==> src/rtl/inst_loader.sv <==
// Instruction loader: streams a length-prefixed program into instruction memory,
// verifies a trailing 16-bit additive checksum, then releases the CPU from reset.
module inst_loader #(
    parameter int unsigned TIMEOUT_CYCLES = 1024
) (
    input  logic        clk,
    input  logic        reset,
    input  logic        start,
    input  logic [12:0] load_len,
    input  logic        in_valid,
    input  logic [15:0] in_data,
    output logic        in_ready,
    output logic        imem_we,
    output logic [11:0] imem_addr,
    output logic [15:0] imem_wdata,
    output logic        cpu_reset,
    output logic        busy,
    output logic        done,
    output logic        err
);

    localparam int unsigned LEN_W   = 13;
    localparam int unsigned ADDR_W  = 12;
    localparam int unsigned DATA_W  = 16;
    localparam int unsigned MAX_LEN = 4096;
    // Idle counter only needs to reach TIMEOUT_CYCLES-1 before the expiring cycle.
    localparam int unsigned TO_W    = (TIMEOUT_CYCLES < 2) ? 1 : $clog2(TIMEOUT_CYCLES);
    localparam logic [TO_W-1:0] TO_LAST = TO_W'(TIMEOUT_CYCLES - 1);

    typedef enum logic [2:0] {
        S_IDLE,
        S_LOAD,
        S_CHECK,
        S_RUN,
        S_ERROR
    } state_t;

    state_t              state;
    logic [LEN_W-1:0]    len;
    logic [LEN_W-1:0]    wcnt;
    logic [DATA_W-1:0]   acc;
    logic [TO_W-1:0]     tcnt;

    logic hs;
    logic len_ok;

    // Input handshake and start-length legality.
    assign hs     = in_valid & in_ready;
    assign len_ok = (load_len != LEN_W'(0)) && (load_len <= LEN_W'(MAX_LEN));

    // Loader FSM: state, datapath counters and all registered outputs.
    always_ff @(posedge clk) begin
        if (reset) begin
            state      <= S_IDLE;
            len        <= '0;
            wcnt       <= '0;
            acc        <= '0;
            tcnt       <= '0;
            in_ready   <= 1'b0;
            imem_we    <= 1'b0;
            imem_addr  <= '0;
            imem_wdata <= '0;
            cpu_reset  <= 1'b1;
            busy       <= 1'b0;
            done       <= 1'b0;
            err        <= 1'b0;
        end else begin
            imem_we <= 1'b0;
            case (state)
                S_IDLE, S_RUN, S_ERROR: begin
                    if (start) begin
                        if (len_ok) begin
                            state     <= S_LOAD;
                            len       <= load_len;
                            wcnt      <= '0;
                            acc       <= '0;
                            tcnt      <= '0;
                            in_ready  <= 1'b1;
                            busy      <= 1'b1;
                            done      <= 1'b0;
                            err       <= 1'b0;
                            cpu_reset <= 1'b1;
                        end else begin
                            state     <= S_ERROR;
                            in_ready  <= 1'b0;
                            busy      <= 1'b0;
                            done      <= 1'b0;
                            err       <= 1'b1;
                            cpu_reset <= 1'b1;
                        end
                    end
                end

                S_LOAD: begin
                    if (hs) begin
                        imem_we    <= 1'b1;
                        imem_addr  <= wcnt[ADDR_W-1:0];
                        imem_wdata <= in_data;
                        wcnt       <= wcnt + LEN_W'(1);
                        acc        <= acc + in_data;
                        tcnt       <= '0;
                        if ((wcnt + LEN_W'(1)) == len) begin
                            state <= S_CHECK;
                        end
                    end else if (tcnt == TO_LAST) begin
                        state    <= S_ERROR;
                        in_ready <= 1'b0;
                        busy     <= 1'b0;
                        err      <= 1'b1;
                    end else begin
                        tcnt <= tcnt + TO_W'(1);
                    end
                end

                S_CHECK: begin
                    if (hs) begin
                        tcnt     <= '0;
                        in_ready <= 1'b0;
                        busy     <= 1'b0;
                        if (in_data == acc) begin
                            state     <= S_RUN;
                            done      <= 1'b1;
                            cpu_reset <= 1'b0;
                        end else begin
                            state <= S_ERROR;
                            err   <= 1'b1;
                        end
                    end else if (tcnt == TO_LAST) begin
                        state    <= S_ERROR;
                        in_ready <= 1'b0;
                        busy     <= 1'b0;
                        err      <= 1'b1;
                    end else begin
                        tcnt <= tcnt + TO_W'(1);
                    end
                end

                default: begin
                    state     <= S_IDLE;
                    in_ready  <= 1'b0;
                    busy      <= 1'b0;
                    done      <= 1'b0;
                    err       <= 1'b0;
                    cpu_reset <= 1'b1;
                end
            endcase
        end
    end

endmodule

==> config.mk <==
export PLATFORM = sky130hd
export DESIGN_NAME = inst_loader
export DESIGN_NICKNAME = d
export VERILOG_FILES = /design/src/rtl/inst_loader.sv
export SDC_FILE = /design/constraint.sdc
export NUM_CORES = 1
export LEC_CHECK = 0
export ABC_CLOCK_PERIOD_IN_PS = 2900
export CAP_MARGIN = 10
export CORE_AREA = 10 10 104 106
export DETAILED_ROUTE_END_ITERATION = 12
export DIE_AREA = 0 0 114 116
export GPL_ROUTABILITY_DRIVEN = 0
export MAX_ROUTING_LAYER = met4
export PLACE_DENSITY = 0.79
export RECOVER_POWER = 100
export SYNTH_ARGS = -nofsm -noshare
export SYNTH_HDL_FRONTEND = slang
export SYNTH_SLANG_ARGS = --single-unit
==> constraint.sdc <==
create_clock -name clk -period 2.9 [get_ports clk]
set_input_delay 0.58 -clock clk [delete_from_list [all_inputs] [get_ports clk]]
set_output_delay 0.58 -clock clk [all_outputs]
set_load 0.02 [all_outputs]
**Word level (Yosys, flattened, before mapping)**

Index checks and enable logic that the tools add are counted.

- Register bits: 89
- Bits of input ports: 33
- Output and inout bits: 34

- Eq/ne operators: 16
- Bitwise operators: 2
- Reduce and logical (&&, ||, !) cells: 16
- Multiplexer cells: 47
- Add/subtract/negate cells: 3
- Magnitude comparators: 1

Operators with widths:

| operator | count |
|---|---|
| $mux W16 | 3 |
| $mux W10 | 4 |
| $mux W13 | 3 |
| $pmux W16 S2 | 1 |
| $pmux W13 S2 | 1 |
| $mux W1 | 21 |
| $mux W3 | 7 |
| $pmux W10 S2 | 1 |
| $add A16 B16 Y16 | 1 |
| $eq A16 B16 Y1 | 1 |
| $pmux W1 S3 | 5 |
| $add A13 B1 Y13 const B | 1 |
| $eq A13 B13 Y1 | 1 |
| $le A13 B13 Y1 const B | 1 |
| $reduce_bool A13 Y1 | 1 |
| $ne A2 B2 Y1 const B | 6 |
| $reduce_and A4 Y1 | 3 |
| $add A10 B1 Y10 const B | 1 |
| $eq A10 B10 Y1 const B | 1 |
| $ne A3 B3 Y1 const B | 3 |
| $pmux W3 S3 | 1 |
| $eq A3 B2 Y1 const B | 2 |
| $reduce_and A2 Y1 | 3 |
| $reduce_and A3 Y1 | 2 |
| other kinds (9) | 11 |

**Longest topological paths before layout**

- Word-level depth: 5
- Mapped depth: 10
- Mapped depth without buffers: 10

**Worst setup path after synthesis**

OpenSTA, ideal clock, no wires.

- Path type: input port to flip-flop
- Start point: in in_data[6]
- End point: reg acc[15]
- Path buffers: 0
- Stages on the path: 9
- Arrival time: 2.608 ns
- Path slack: 0.170 ns
- Data required time: 2.778 ns
- Cell sequence: ha_1 -> o21ai_1 -> a221oi_2 -> a21oi_1 -> o31ai_2 -> a2111oi_1 -> or3_4 -> o2111a_1 -> a311o_1

- Longest elaborated chain between the ends: 3

Ends and longest elaborated chain:

| what | line | RTL |
|---|---|---|
| from (decl) | 11 | `input logic [15:0] in_data,` |
| $add A16 B16 Y16 | 100 | `acc <= acc + in_data;` |
| $mux W16 | 95 | `if (hs) begin` |
| $pmux W16 S2 | 69 | `case (state)` |
| to (signal assigned) | 100 |  |
| to (decl) | 41 | `logic [DATA_W-1:0] acc;` |

No other way between the ends. The select of a mux whose other input is x is not followed.
A chain may end at the register's enable or synchronous reset.

**Worst setup path after layout**

- Start point: in in_data[5]
- End point: reg acc[15]

The elaborated chain is that of the path after synthesis.

==> flow_summary.html <==
<table>
<tr><th>Metric</th><th>Value</th></tr>
<tr><th colspan="2">Global route</th></tr>
<tr><td>Grt total ovfl</td><td>0</td></tr>
<tr><td>Pin count of the biggest net entering global routing</td><td>60</td></tr>
<tr><td>Combined global-route utilization of all metal layers</td><td>about a fifth</td></tr>
<tr><td>Number of global-route vias before repair</td><td>4,416</td></tr>
<tr><td>Number of antenna violations at the first check in global routing</td><td>0</td></tr>
<tr><td>First-pass GRT wire length</td><td>about 21,000 um</td></tr>
<tr><th colspan="2">Synth</th></tr>
<tr><td>Adder and majority cell fraction of the synthesized area</td><td>about 5%</td></tr>
<tr><td>Mean instance size in the synthesized netlist</td><td>roughly 7.9 um^2</td></tr>
<tr><td>Post-synthesis mux area share</td><td>under 10%</td></tr>
<tr><td>Main combinational cell family by area after synthesis</td><td>simple AND/OR/NAND/NOR gates</td></tr>
<tr><td>Count of unique library cells instantiated by Yosys</td><td>57</td></tr>
<tr><td>Share of synthesized area occupied by flip-flops and latches</td><td>about 38%</td></tr>
<tr><td>Async set or reset register ratio after synthesis</td><td>0%</td></tr>
<tr><td>Warning count from the yosys run</td><td>0</td></tr>
<tr><td>Gate count of the mapped netlist</td><td>approximately 600</td></tr>
<tr><td>Net count after synthesis</td><td>650</td></tr>
<tr><td>Post-synthesis share of cell area spent on and, or, nand and nor gates</td><td>around 24%</td></tr>
<tr><td>Complex-gate fraction of the synthesized area</td><td>a little under a fifth</td></tr>
<tr><td>Count of flip-flops with a built-in enable after synthesis</td><td>0</td></tr>
<tr><td>Flip-flop and latch count after synthesis</td><td>roughly 90</td></tr>
<tr><td>Most used flip-flop cell after synthesis</td><td>sky130_fd_sc_hd__dfxtp_1</td></tr>
<tr><td>XOR/XNOR share of the synthesized area</td><td>7.232%</td></tr>
<tr><td>Total standard cell area after synthesis</td><td>between 0.004 and 0.005 mm^2</td></tr>
<tr><th colspan="2">STA</th></tr>
<tr><td>Final hold violations</td><td>0</td></tr>
<tr><td>Maximum frequency from static timing analysis</td><td>approximately 0.35 GHz</td></tr>
<tr><td>Worst slew slack as a fraction of its limit</td><td>62.69%</td></tr>
<tr><td>Share of the clock period used by the worst path</td><td>about 99%</td></tr>
<tr><td>Setup Skew</td><td>a little over 10 ps</td></tr>
<tr><td>Final max-slew violation count</td><td>0</td></tr>
<tr><td>Fin worst setup slack</td><td>approximately 28 ps</td></tr>
<tr><td>Worst Max-Slew Pin Slew</td><td>559.7 ps</td></tr>
<tr><td>Fin crit period</td><td>approximately 2900 ps</td></tr>
<tr><td>Setup TNS</td><td>0 ps</td></tr>
<tr><td>Setup Viol. Count Final</td><td>0</td></tr>
<tr><th colspan="2">Drt</th></tr>
<tr><td>Number of nets with antenna violations after detailed routing</td><td>0</td></tr>
<tr><td>Met3 layer wire length in the routed design</td><td>about 750 um</td></tr>
<tr><td>Number of iterations in the first detailed-routing pass</td><td>5</td></tr>
<tr><td>Met2 Wirelength</td><td>around 6000 um</td></tr>
<tr><td>Total routed wire length on the met1 layer</td><td>~5500 um</td></tr>
<tr><td>Final routed DRC violation total</td><td>0</td></tr>
<tr><td>Vias/cell</td><td>between 5 and 6</td></tr>
<tr><td>Number of design-rule violations left by the first detailed-router iteration</td><td>342</td></tr>
<tr><td>Uppermost metal layer occupied by signal nets</td><td>met4</td></tr>
<tr><td>Total Routed Length</td><td>about 12,000 um</td></tr>
<tr><td>Wire per inst</td><td>around 15 um</td></tr>
<tr><td>Routed via count</td><td>about 4,700</td></tr>
<tr><th colspan="2">Place</th></tr>
<tr><td>Post-Place Cell Area</td><td>between 0.005 and 0.006 mm^2</td></tr>
<tr><td>Number of buffers inserted by port buffering</td><td>66</td></tr>
<tr><td>Worst setup timing slack at the placement stage</td><td>-429.4 ps</td></tr>
<tr><td>Detail Placement HPWL</td><td>about 9000 um</td></tr>
<tr><th colspan="2">Setup path</th></tr>
<tr><td>Crit Path Max Fanout</td><td>2</td></tr>
<tr><td>Kind of end point of the critical path</td><td>register</td></tr>
<tr><td>Critical path data arrival time</td><td>around 3100 ps</td></tr>
<tr><td>CP cell instances</td><td>clkdlybuf4s50_1 -&gt; ha_4 -&gt; o21ai_1 -&gt; a221oi_2 -&gt; a21oi_2 -&gt; o31ai_2 -&gt; a2111oi_1 -&gt; or3_4 -&gt; o2111a_1 -&gt; a311o_1</td></tr>
<tr><td>Critical path's slowest cell</td><td>sky130_fd_sc_hd__clkdlybuf4s50_1</td></tr>
<tr><td>Slowest stage delay, CP</td><td>460 ps</td></tr>
<tr><td>Worst Path Required</td><td>3160 ps</td></tr>
<tr><td>Category of the worst setup path launch point</td><td>input port</td></tr>
<tr><td>Launching point of the worst reg2reg path</td><td>wcnt[1]$_SDFFE_PP0P_</td></tr>
<tr><td>Startpoint of the most critical setup path</td><td>in_data[5]</td></tr>
<tr><td>Startpoint-to-endpoint class of the critical path</td><td>in -&gt; reg</td></tr>
<tr><th colspan="2">Finish</th></tr>
<tr><td>Leading cell type in the layout, fill and taps excluded</td><td>sky130_fd_sc_hd__dfxtp_1</td></tr>
<tr><td>Commonest cells after routing, fill and taps aside</td><td>89 x sky130_fd_sc_hd__dfxtp_1, 84 x sky130_fd_sc_hd__nand2_1, 77 x sky130_fd_sc_hd__a21oi_1</td></tr>
<tr><td>Fraction of final layout cells sized beyond drive strength 1</td><td>about an eighth</td></tr>
<tr><td>Diodes inserted</td><td>0</td></tr>
<tr><td>Share of the core filled with cells</td><td>between 60% and 70%</td></tr>
<tr><td>Final design area excluding fillers</td><td>around 0.0060 mm^2</td></tr>
<tr><td>Area growth from synthesis to final layout</td><td>27.89%</td></tr>
<tr><td>Number of nets in the layout</td><td>roughly 740</td></tr>
<tr><th colspan="2">Floorplanning</th></tr>
<tr><td>Standard-cell row count</td><td>34</td></tr>
<tr><td>Floorplan die area</td><td>roughly 0.013 mm^2</td></tr>
<tr><td>Number of placed I/O pins</td><td>67</td></tr>
<tr><td>Core Footprint</td><td>0.008678 mm^2</td></tr>
<tr><td>Height of the die</td><td>116 um</td></tr>
<tr><td>Die X-Extent</td><td>between 100 and 150 um</td></tr>
<tr><td>Initial Utilization</td><td>between 50% and 60%</td></tr>
<tr><th colspan="2">CTS</th></tr>
<tr><td>TritonCTS Buffers</td><td>9</td></tr>
<tr><td>Maximum buffer depth of the clock tree</td><td>2</td></tr>
<tr><td>Buffer cell driving the clock tree root</td><td>sky130_fd_sc_hd__clkbuf_8</td></tr>
<tr><td>Clock net sink count</td><td>89</td></tr>
<tr><td>Clock latency on the worst-skew pair</td><td>~370 ps</td></tr>
<tr><td>CTS clock-pin slew for the worst setup and hold paths</td><td>roughly 90 ps</td></tr>
<tr><td>H-tree level count</td><td>3</td></tr>
<tr><td>TritonCTS clock tree</td><td>built</td></tr>
<tr><th colspan="2">Hold path</th></tr>
<tr><td>Kind of path behind the tightest hold check</td><td>reg -&gt; reg</td></tr>
<tr><td>Hold wc startpoint</td><td>imem_wdata[3]$_SDFFE_PP0P_</td></tr>
<tr><th colspan="2">Pwr</th></tr>
<tr><td>Worst vdd ir</td><td>slightly above 0.0003 V</td></tr>
<tr><td>Leakage Power</td><td>~2.3 nW</td></tr>
<tr><td>Power density relative to cell area</td><td>around 420 mW/mm^2</td></tr>
<tr><td>Post-layout total power</td><td>approximately 2.5 mW</td></tr>
<tr><th colspan="2">Run status</th></tr>
<tr><td>Result of the run</td><td>finished clean</td></tr>
<tr><th colspan="2">Run</th></tr>
<tr><td>Maximum Capacitance Violations</td><td>0</td></tr>
</table>
-- sequential cells by signal (all words and copies together), names as in the netlist --
register,count
acc,16
imem_wdata,16
len,13
wcnt,13
imem_addr,12
tcnt,10
state,3
busy,1
cpu_reset,1
done,1
err,1
imem_we,1
in_ready,1
-- synthesized netlist by cell type, types with 12 or more instances --
library cell	instances	area share [%]
sky130_fd_sc_hd__a21oi_1	80	8.5
sky130_fd_sc_hd__o21ai_1	17	1.8
sky130_fd_sc_hd__dfxtp_1	89	38
sky130_fd_sc_hd__nor3_1	15	1.6
sky130_fd_sc_hd__clkbuf_1	32	2.5
sky130_fd_sc_hd__nand2_1	84	6.7
sky130_fd_sc_hd__ha_1	17	4.5
sky130_fd_sc_hd__mux2i_1	15	3.2
sky130_fd_sc_hd__nand3_1	18	1.9
sky130_fd_sc_hd__xnor2_1	34	6.3
sky130_fd_sc_hd__nor4_1	12	1.6
sky130_fd_sc_hd__nor2_1	68	5.4
-- power by group --
part / leakage, nW / switching (mW) / internal [mW]
sequential: 0.719 / 0.0217 / 1.24
clock: 0.106 / 0.479 / 0.409
combinational: 1.51 / 0.192 / 0.167
-- kinds of logic (layout without fill, tap and decap cells) --
logic type	count (synthesis)	in the layout
compound gates	145	145
xor+xnor	39	39
fa+ha+maj	18	18
buf+inv	46	145
flops	89	89
mux	15	15
simple gates	247	247
-- per-layer routing --
layer	vias up	global-route usage [%]
met5	-	-
met4	0	6.516
met3	17	3.669
met2	158	30.33
met1	2223	23.77
li1	2295	-
-- critical path: cells and delay by family --
kind                     cells  cell delay, ps
AND/OR/NAND/NOR              1             420
adder cells (fa/ha/maj)      1             300
AO/OA/AOI/OAI                7            1360
buffers and inverters        1             460
-- stage by stage --
| stage | instances | hold slack [ps] |
|---|---|---|
| after floorplan | 599 | 447.2 |
| after global placement | 789 | 441.5 |
| after detailed placement | 789 | 448.1 |
| after CTS | 805 | 461.6 |
| after global routing | 806 | 477.5 |
| final | 806 | 455.0 |
-- timing repair --
action / 4_1_cts / 5_1_grt
pin swaps: 0 / 6
hold buffers: 0 / 0
endpoints found under the hold margin: 0 / 0
buffers inserted: 0 / 1
setup endpoints to repair: 4 / 9
resized for setup: 1 / 15
-- worst paths after layout --
check                           cells after the start                    endpoint  slack (ps)
worst max-delay path                               10        acc[15]$_SDFFE_PP0P_          30
worst min-delay path                                2  imem_wdata[3]$_SDFFE_PP0P_         450
worst max register to register                      9       state[2]$_SDFFE_PP0P_         240
worst min register to register                      2  imem_wdata[3]$_SDFFE_PP0P_         450
-- cell type report --
| type | count | area (um^2) |
|---|---|---|
| Tap cell | 108 | 135.1 |
| Multi-Input combinational cell | 464 | 2839 |
| Fill cell | 712 | 2638 |
| Sequential cell | 89 | 1782 |
| Clock buffer | 9 | 123.9 |
| Inverter | 11 | 41.29 |
| Timing Repair Buffer | 118 | 1042 |
| Clock inverter | 7 | 77.57 |
No activity file was read; power rests on OpenSTA's default activity.
